$ cat src/rtl/cube3.sv
// cube3: sequential integer cube, y_bo = a_bi^3, computed as two shift-add
// passes (a*a, then square*a), one operand bit per cycle.
// Optional build macro CUBE3_EARLY_EXIT_EN: each pass stops after the highest
// set bit of the operand instead of always running WIDTH cycles. Results are
// identical either way; only the busy time changes.
module cube3 #(
  parameter int WIDTH = 8
) (
  input  logic               clk_i,
  input  logic               rst_i,
  input  logic               start_i,
  input  logic [WIDTH-1:0]   a_bi,
  output logic               busy_o,
  output logic [3*WIDTH-1:0] y_bo
);

  localparam int RW = 3 * WIDTH;
  localparam int CW = (WIDTH > 1) ? $clog2(WIDTH) : 1;

  typedef enum logic [1:0] {IDLE, MUL1, MUL2, DONE} state_t;

  state_t          r_state;
  logic [WIDTH-1:0] r_a;
  logic [RW-1:0]   r_m;
  logic [RW-1:0]   r_acc;
  logic [CW-1:0]   r_ctr;
  logic            r_armed;

  logic [RW-1:0]   w_add;
  logic [RW-1:0]   w_acc_nxt;
  logic            w_last;
  logic            w_accept;

  // Partial product for the current operand bit and the running sum.
  assign w_add     = r_a[r_ctr] ? (r_m << r_ctr) : '0;
  assign w_acc_nxt = r_acc + w_add;

  // A pass ends on its final bit; with early exit, also once no higher
  // operand bits remain set (bits above ctr contribute nothing).
`ifdef CUBE3_EARLY_EXIT_EN
  assign w_last = (r_ctr == CW'(WIDTH - 1)) || (((r_a >> r_ctr) >> 1) == '0);
`else
  assign w_last = (r_ctr == CW'(WIDTH - 1));
`endif

  // A request is taken only when idle and start has been low since the last one.
  assign w_accept = start_i && !busy_o && r_armed;

  // Start re-arm: a held start runs once; it must drop before the next run.
  always_ff @(posedge clk_i or negedge rst_i) begin
    if (!rst_i)          r_armed <= 1'b1;
    else if (!start_i)   r_armed <= 1'b1;
    else if (w_accept)   r_armed <= 1'b0;
  end

  // Control FSM and datapath: accept, square pass, cube pass, publish.
  always_ff @(posedge clk_i or negedge rst_i) begin
    if (!rst_i) begin
      r_state <= IDLE;
      r_a     <= '0;
      r_m     <= '0;
      r_acc   <= '0;
      r_ctr   <= '0;
      busy_o  <= 1'b0;
      y_bo    <= '0;
    end else begin
      case (r_state)
        IDLE: begin
          if (w_accept) begin
            r_a     <= a_bi;
            r_m     <= RW'(a_bi);
            r_acc   <= '0;
            r_ctr   <= '0;
            busy_o  <= 1'b1;
            r_state <= MUL1;
          end
        end
        MUL1: begin
          if (w_last) begin
            // Square becomes the multiplicand for the second pass.
            r_m     <= w_acc_nxt;
            r_acc   <= '0;
            r_ctr   <= '0;
            r_state <= MUL2;
          end else begin
            r_acc <= w_acc_nxt;
            r_ctr <= r_ctr + 1'b1;
          end
        end
        MUL2: begin
          r_acc <= w_acc_nxt;
          if (w_last) begin
            r_state <= DONE;
          end else begin
            r_ctr <= r_ctr + 1'b1;
          end
        end
        DONE: begin
          y_bo    <= r_acc;
          busy_o  <= 1'b0;
          r_state <= IDLE;
        end
        default: r_state <= IDLE;
      endcase
    end
  end

endmodule

$ cat config.mk
export PLATFORM = sky130hd
export DESIGN_NAME = cube3
export DESIGN_NICKNAME = d
export VERILOG_FILES = /design/src/rtl/cube3.sv
export SDC_FILE = /design/constraint.sdc
export NUM_CORES = 1
export LEC_CHECK = 0
export BUFFER_PORTS_ARGS = -buffer_cell sky130_fd_sc_hd__buf_2
export CAP_MARGIN = 20
export CORE_MARGIN = 2
export CORE_UTILIZATION = 54
export DETAILED_ROUTE_END_ITERATION = 8
export GPL_TIMING_DRIVEN = 0
export PLACE_DENSITY = 0.82
export SLEW_MARGIN = 20
export SYNTH_ARGS = -nofsm -noshare
export SYNTH_HDL_FRONTEND = slang
export SYNTH_SLANG_ARGS = --single-unit
$ cat constraint.sdc
create_clock -name clk_i -period 7.4 [get_ports clk_i]
set_clock_uncertainty 0.2 [all_clocks]
set_input_delay 0.74 -clock clk_i [delete_from_list [all_inputs] [get_ports clk_i]]
set_output_delay 0.74 -clock clk_i [all_outputs]
set_load 0.03 [all_outputs]
-- Word-level counts from Yosys, hierarchy flattened
Cells that the tools add are included.
- bits in registers: 87
- input port bits: 11
- output and inout bits: 25
- logic and storage cells: 55
- add/sub/neg operators: 2
- magnitude comparators: 1
- eq/ne operators: 9
- shift operators: 1
- mux-type cells: 21
- reduce and logical (&&, ||, !) cells: 13
- operators by type and width (kind ; number):
    2-to-1 mux 24 bit ; 5
    case mux 24 bit (3 select lines) ; 1
    case mux 24 bit (2 select lines) ; 1
    adder 24 bit ; 1
    << shifter 24 x 3 -> 24 bit ; 1
    2-to-1 mux 3 bit ; 3
    case mux 3 bit (3 select lines) ; 1
    AND reduction 3 bit ; 3
    != test 2 bit (second input constant) ; 4
    case mux 2 bit (4 select lines) ; 1
    2-to-1 mux 2 bit ; 3
    AND reduction 2 bit ; 3
    == test 2 bit (second input constant) ; 2
    less-than comparator 3 x 4 -> 1 bit (second input constant) ; 1
    2-to-1 mux 1 bit ; 4
    nonzero test 2 bit ; 2
    adder 3 x 1 -> 3 bit (second input constant) ; 1
    binary-select mux 1 bit (select 3 bit) ; 1
    == test 3 bit (second input constant) ; 1
    nonzero test 3 bit ; 1
    == test 2 x 1 -> 1 bit (second input constant) ; 1
    logical AND 1 bit ; 2
    logical NOT 2 bit ; 1
    != test 2 x 1 -> 1 bit (second input constant) ; 1
    2 further kinds ; 2

-- Depth between registers and ports, before layout
- depth in word-level cells: 6
- mapped depth: 17

-- Worst setup path before layout
No wires, ideal clock.
- kind: register to register
- start: register r_ctr[0]
- end: register r_m[20]
- data arrival time: 3.473 ns
- required time: 7.131 ns
- setup slack: 3.658 ns
- stages on the path, launching flop included: 15
- path buffers: 2
- path through: dfrtp_1 > buf_2 > buf_2 > mux4_2 > nand2_1 > nor3_1 > ha_1 > fa_1 > a21o_1 > a311oi_2 > nor2_1 > a21oi_2 > a311oi_1 > or4b_1 > nand3_1
- cells in the longest elaborated chain, start to end: 6
- ends and longest elaborated chain (item ; RTL line ; RTL):
    start, declared ; 26 ; logic [CW-1:0] r_ctr;
    start signal, assigned ; 87 ; r_ctr <= r_ctr + 1'b1;
    start signal, assigned ; 95 ; r_ctr <= r_ctr + 1'b1;
    binary-select mux 1 bit (select 3 bit) ; 35 ; assign w_add = r_a[r_ctr] ? (r_m << r_ctr) : '0;
    2-to-1 mux 1 bit (not written as such) ; 35 ;
    2-to-1 mux 24 bit ; 35 ;
    adder 24 bit ; 36 ; assign w_acc_nxt = r_acc + w_add;
    2-to-1 mux 24 bit ; 79 ; if (w_last) begin
    case mux 24 bit (2 select lines) ; 67 ; case (r_state)
    end signal, assigned ; 71 ; r_m <= RW'(a_bi);
    end signal, assigned ; 81 ; r_m <= w_acc_nxt;
    end, declared ; 24 ; logic [RW-1:0] r_m;
Parallel ways exist; a longest one is shown, timed or not. The select of a mux whose other input is x is not followed.
A chain may end at the register's enable or synchronous reset.

-- Final worst setup path
- start: register r_ctr[0]
- end: register r_m[23]
The elaborated chain is that of the path after synthesis.

==> run_results.csv <==
group,metric,value,unit
final_layout,drive_above_1_share,0.2109,
clock_network,cts_tree,"done",
timing,worstMarginPinSlew,744.8,ps
place,port_buffers,35,
timing,tns,0,ps
critical_path,r2r_setup_slack,2670,ps
clock_network,root_buffer,"clkbuf_8",
routing,drcViolationCount,0,
timing,finalSetupViolations,0,
synth,synth_ff_type,"dfrtp_1",
timing,fmax,211.2,MHz
critical_path,reg2reg_from,"r_ctr[0]",
job,cap_violations,0,
clock_network,cts_max_level,3,
global_route,grt_max_degree,57,
timing,grt_setup_unrepaired,"no",
critical_path,arrival,4800,ps
timing,slew-limit-headroom,0.5024,
final_layout,post-route-util,0.6042,
timing,slew_violations,0,
critical_path,path_delay_family,"compound AO/OA/AOI/OAI gates",
synth,async_flop_share,1.000,
routing,firstDrtPassIters,5,
routing,wl_per_cell,20.18,um
place,gp_congestion,0.9587,
pwr,leakage,2.809,nW
synth,syn_nets,578,
global_route,grt_pass1_wl,24.12,mm
timing,hold_viol,0,
critical_path,cp_slowest_stage_delay,530,ps
final_layout,num_antenna_cells,0,
clock_network,cts_resized,0,
synth,ys_ff_latch,87,
synth,yosysSeqAreaShare,0.3902,
clock_network,clock_path_buffers,2,
timing,final.setup.worst_slack,2665,ps
floorplanning,die_h,105.7,um
routing,final_antenna_net_count,0,
critical_path,path_depth,14,
synth,yosysUniqueCellTypes,54,
global_route,gr-total-overflow,0,
critical_path,path_cells,"buf_2 -> mux4_2 -> mux2i_1 -> buf_2 -> buf_1 -> nor2_1 -> ha_1 -> nand4_1 -> a21oi_1 -> o211ai_1 -> o311ai_2 -> a211oi_1 -> xnor2_1 -> o21ai_1",
timing,period_minus_slack,4735,ps
critical_path,path_common_cell,"buf_2",
clock_network,clock_latency,380,ps
critical_path,critPathLaunchType,"flop",
clock_network,cts_num_sinks,87,
critical_path,r2r_cells,14,
critical_path,crit_buf_inv,3,
critical_path,reg2reg_to,"r_m[23]",
floorplanning,design.portCount,36,
clock_network,clkSlewWorstSetupHoldPaths,90,ps
routing,drt_iter0_markers,380,
clock_network,post_cts_buffers,0,
floorplanning,die_area,11170,um2
floorplanning,coreArea,10180,um2
synth,avgSynthCellArea,10.42,um2
place,dp_cells,708,
synth,netlist_area,5583,um2
final_layout,layout.cells.most_common_list,"dfrtp_1 (86), nand2_1 (65), buf_2 (43)",
global_route,grt_pass1_vias,4573,
critical_path,crit_start,"r_ctr[0]",
place,dp_hpwl,11.15,mm
critical_path,endpoint,"r_m[23]",
final_layout,area_growth,10.22,%
routing,via_per_inst,6.359,
pwr,ir_drop,0.2952,mV
timing,finalCritPeriodShare,0.6398,
critical_path,cp-end-kind,"flop",
synth,syn-instance-count,536,
pwr,p_per_area,322.9,nW/um2
hold_path,hold_path.class,"input pin to asynchronous set/reset pin",
final_layout,fin_area,6153,um2
floorplanning,row_count,37,
routing,routed_wl,14.61,mm
final_layout,final_common_cell,"dfrtp_1",
clock_network,numCtsBuffers,9,
floorplanning,die_width,105.7,um
place,post_dp_cell_area,5958,um2
routing,via_count,4604,
global_route,antenna_found_initial,0,
critical_path,worst_path_max_delay_cell,"mux4_2",
final_layout,final_cells,724,
critical_path,critPathKind,"flop to flop",
clock_network,postCtsHoldBufs,0,
critical_path,worst-endpoint-required,7460,ps
status,status,"complete, no violations",
final_layout,layout.nets,625,
global_route,track_usage,0.2819,
critical_path,cp_max_fo,10,
synth,yosys_warnings,0,
synth,synth_edf_count,0,
place,place_ws,2796,ps
floorplanning,initial_core_util,0.5482,
==> layout make-up <==
| cell class | instances | area, um2 |
|---|---|---|
| Inverter | 10 | 37.54 |
| Sequential cell | 87 | 2178 |
| Fill cell | 882 | 4031 |
| Buffer | 29 | 127.6 |
| Clock buffer | 10 | 127.6 |
| Clock inverter | 6 | 67.56 |
| Multi-Input combinational cell | 410 | 3239 |
| Timing Repair Buffer | 36 | 205.2 |
| Tap cell | 136 | 170.2 |
==> synthesized netlist by cell type, types with 3 or more instances <==
cell      instances  area (um2)
dfrtp_1          86        2152
nand2_1          65       244.0
a21oi_1          36       180.2
mux2_2           34       382.9
nor2_1           34       127.6
ha_1             30       375.4
a22o_1           26       227.7
mux2i_1          25       250.2
o21ai_0          25       125.1
mux4_2           21       473.0
xnor2_1          15       131.4
clkbuf_1         14       52.55
buf_2             9       45.04
inv_1             9       33.78
o21ai_1           9       45.04
a211oi_1          7       52.55
nand3_1           7       35.03
nor3_1            6       30.03
a21o_1            5       37.54
buf_1             5       18.77
a31oi_1           4       25.02
and2_1            4       25.02
nand4_1           4       25.02
nor2b_1           4       25.02
o31ai_1           4       30.03
xor2_1            4       35.03
a21boi_1          3       22.52
a221oi_1          3       26.28
and4_1            3       26.28
nand2b_1          3       18.77
==> kinds of logic (layout without fill, tap and decap cells) <==
| logic type | Yosys count | after routing | synth area share |
|---|---|---|---|
| AOI/OAI and AO/OA | 139 | 139 | 0.1665 |
| xor gates and xnor gates | 19 | 19 | 0.02981 |
| adders and majority gates | 31 | 31 | 0.07082 |
| buffers and inverters | 39 | 91 | 0.02958 |
| DFF | 87 | 87 | 0.3902 |
| muxes | 80 | 80 | 0.1981 |
| and+or+nand+nor | 141 | 141 | 0.1150 |
==> flip-flops by register name, summed over array words and instances, names as in the netlist <==
register,cells
r_acc,24
r_m,24
y_bo,24
r_a,8
r_ctr,3
r_state,2
busy_o,1
r_armed,1
==> worst min-delay path by stage <==
stage	end	slack, ps	cells after the start
floorplan	busy_o	240	0
global placement	r_armed	270	2
detailed placement	r_armed	270	2
CTS	y_bo[4]	100	1
global route	r_a[4]	120	1
finish	y_bo[3]	90	1
==> metal layers <==
metal	up-vias	share of wire	GRT usage
met5	-	0	0
met4	0	0.034	0.1175
met3	49	0.079	0.04947
met2	236	0.45	0.4332
met1	2230	0.43	0.3967
li1	2089	-	-
==> where the power goes <==
part / switching (W) / internal [W]
sequential: 0.0000828 / 0.000572
clock: 0.000183 / 0.000158
combinational: 0.000638 / 0.000354
==> per-stage QoR <==
step           hold slack, ps  total power (W)
5_1_grt                 116.5         0.002102
3_5_place_dp            267.8         0.001627
2_1_floorplan           244.4         0.001338
3_3_place_gp            267.9         0.001596
4_1_cts                 98.59         0.001969
6_report                89.90         0.001987
Power figures use the tool's default switching activity.
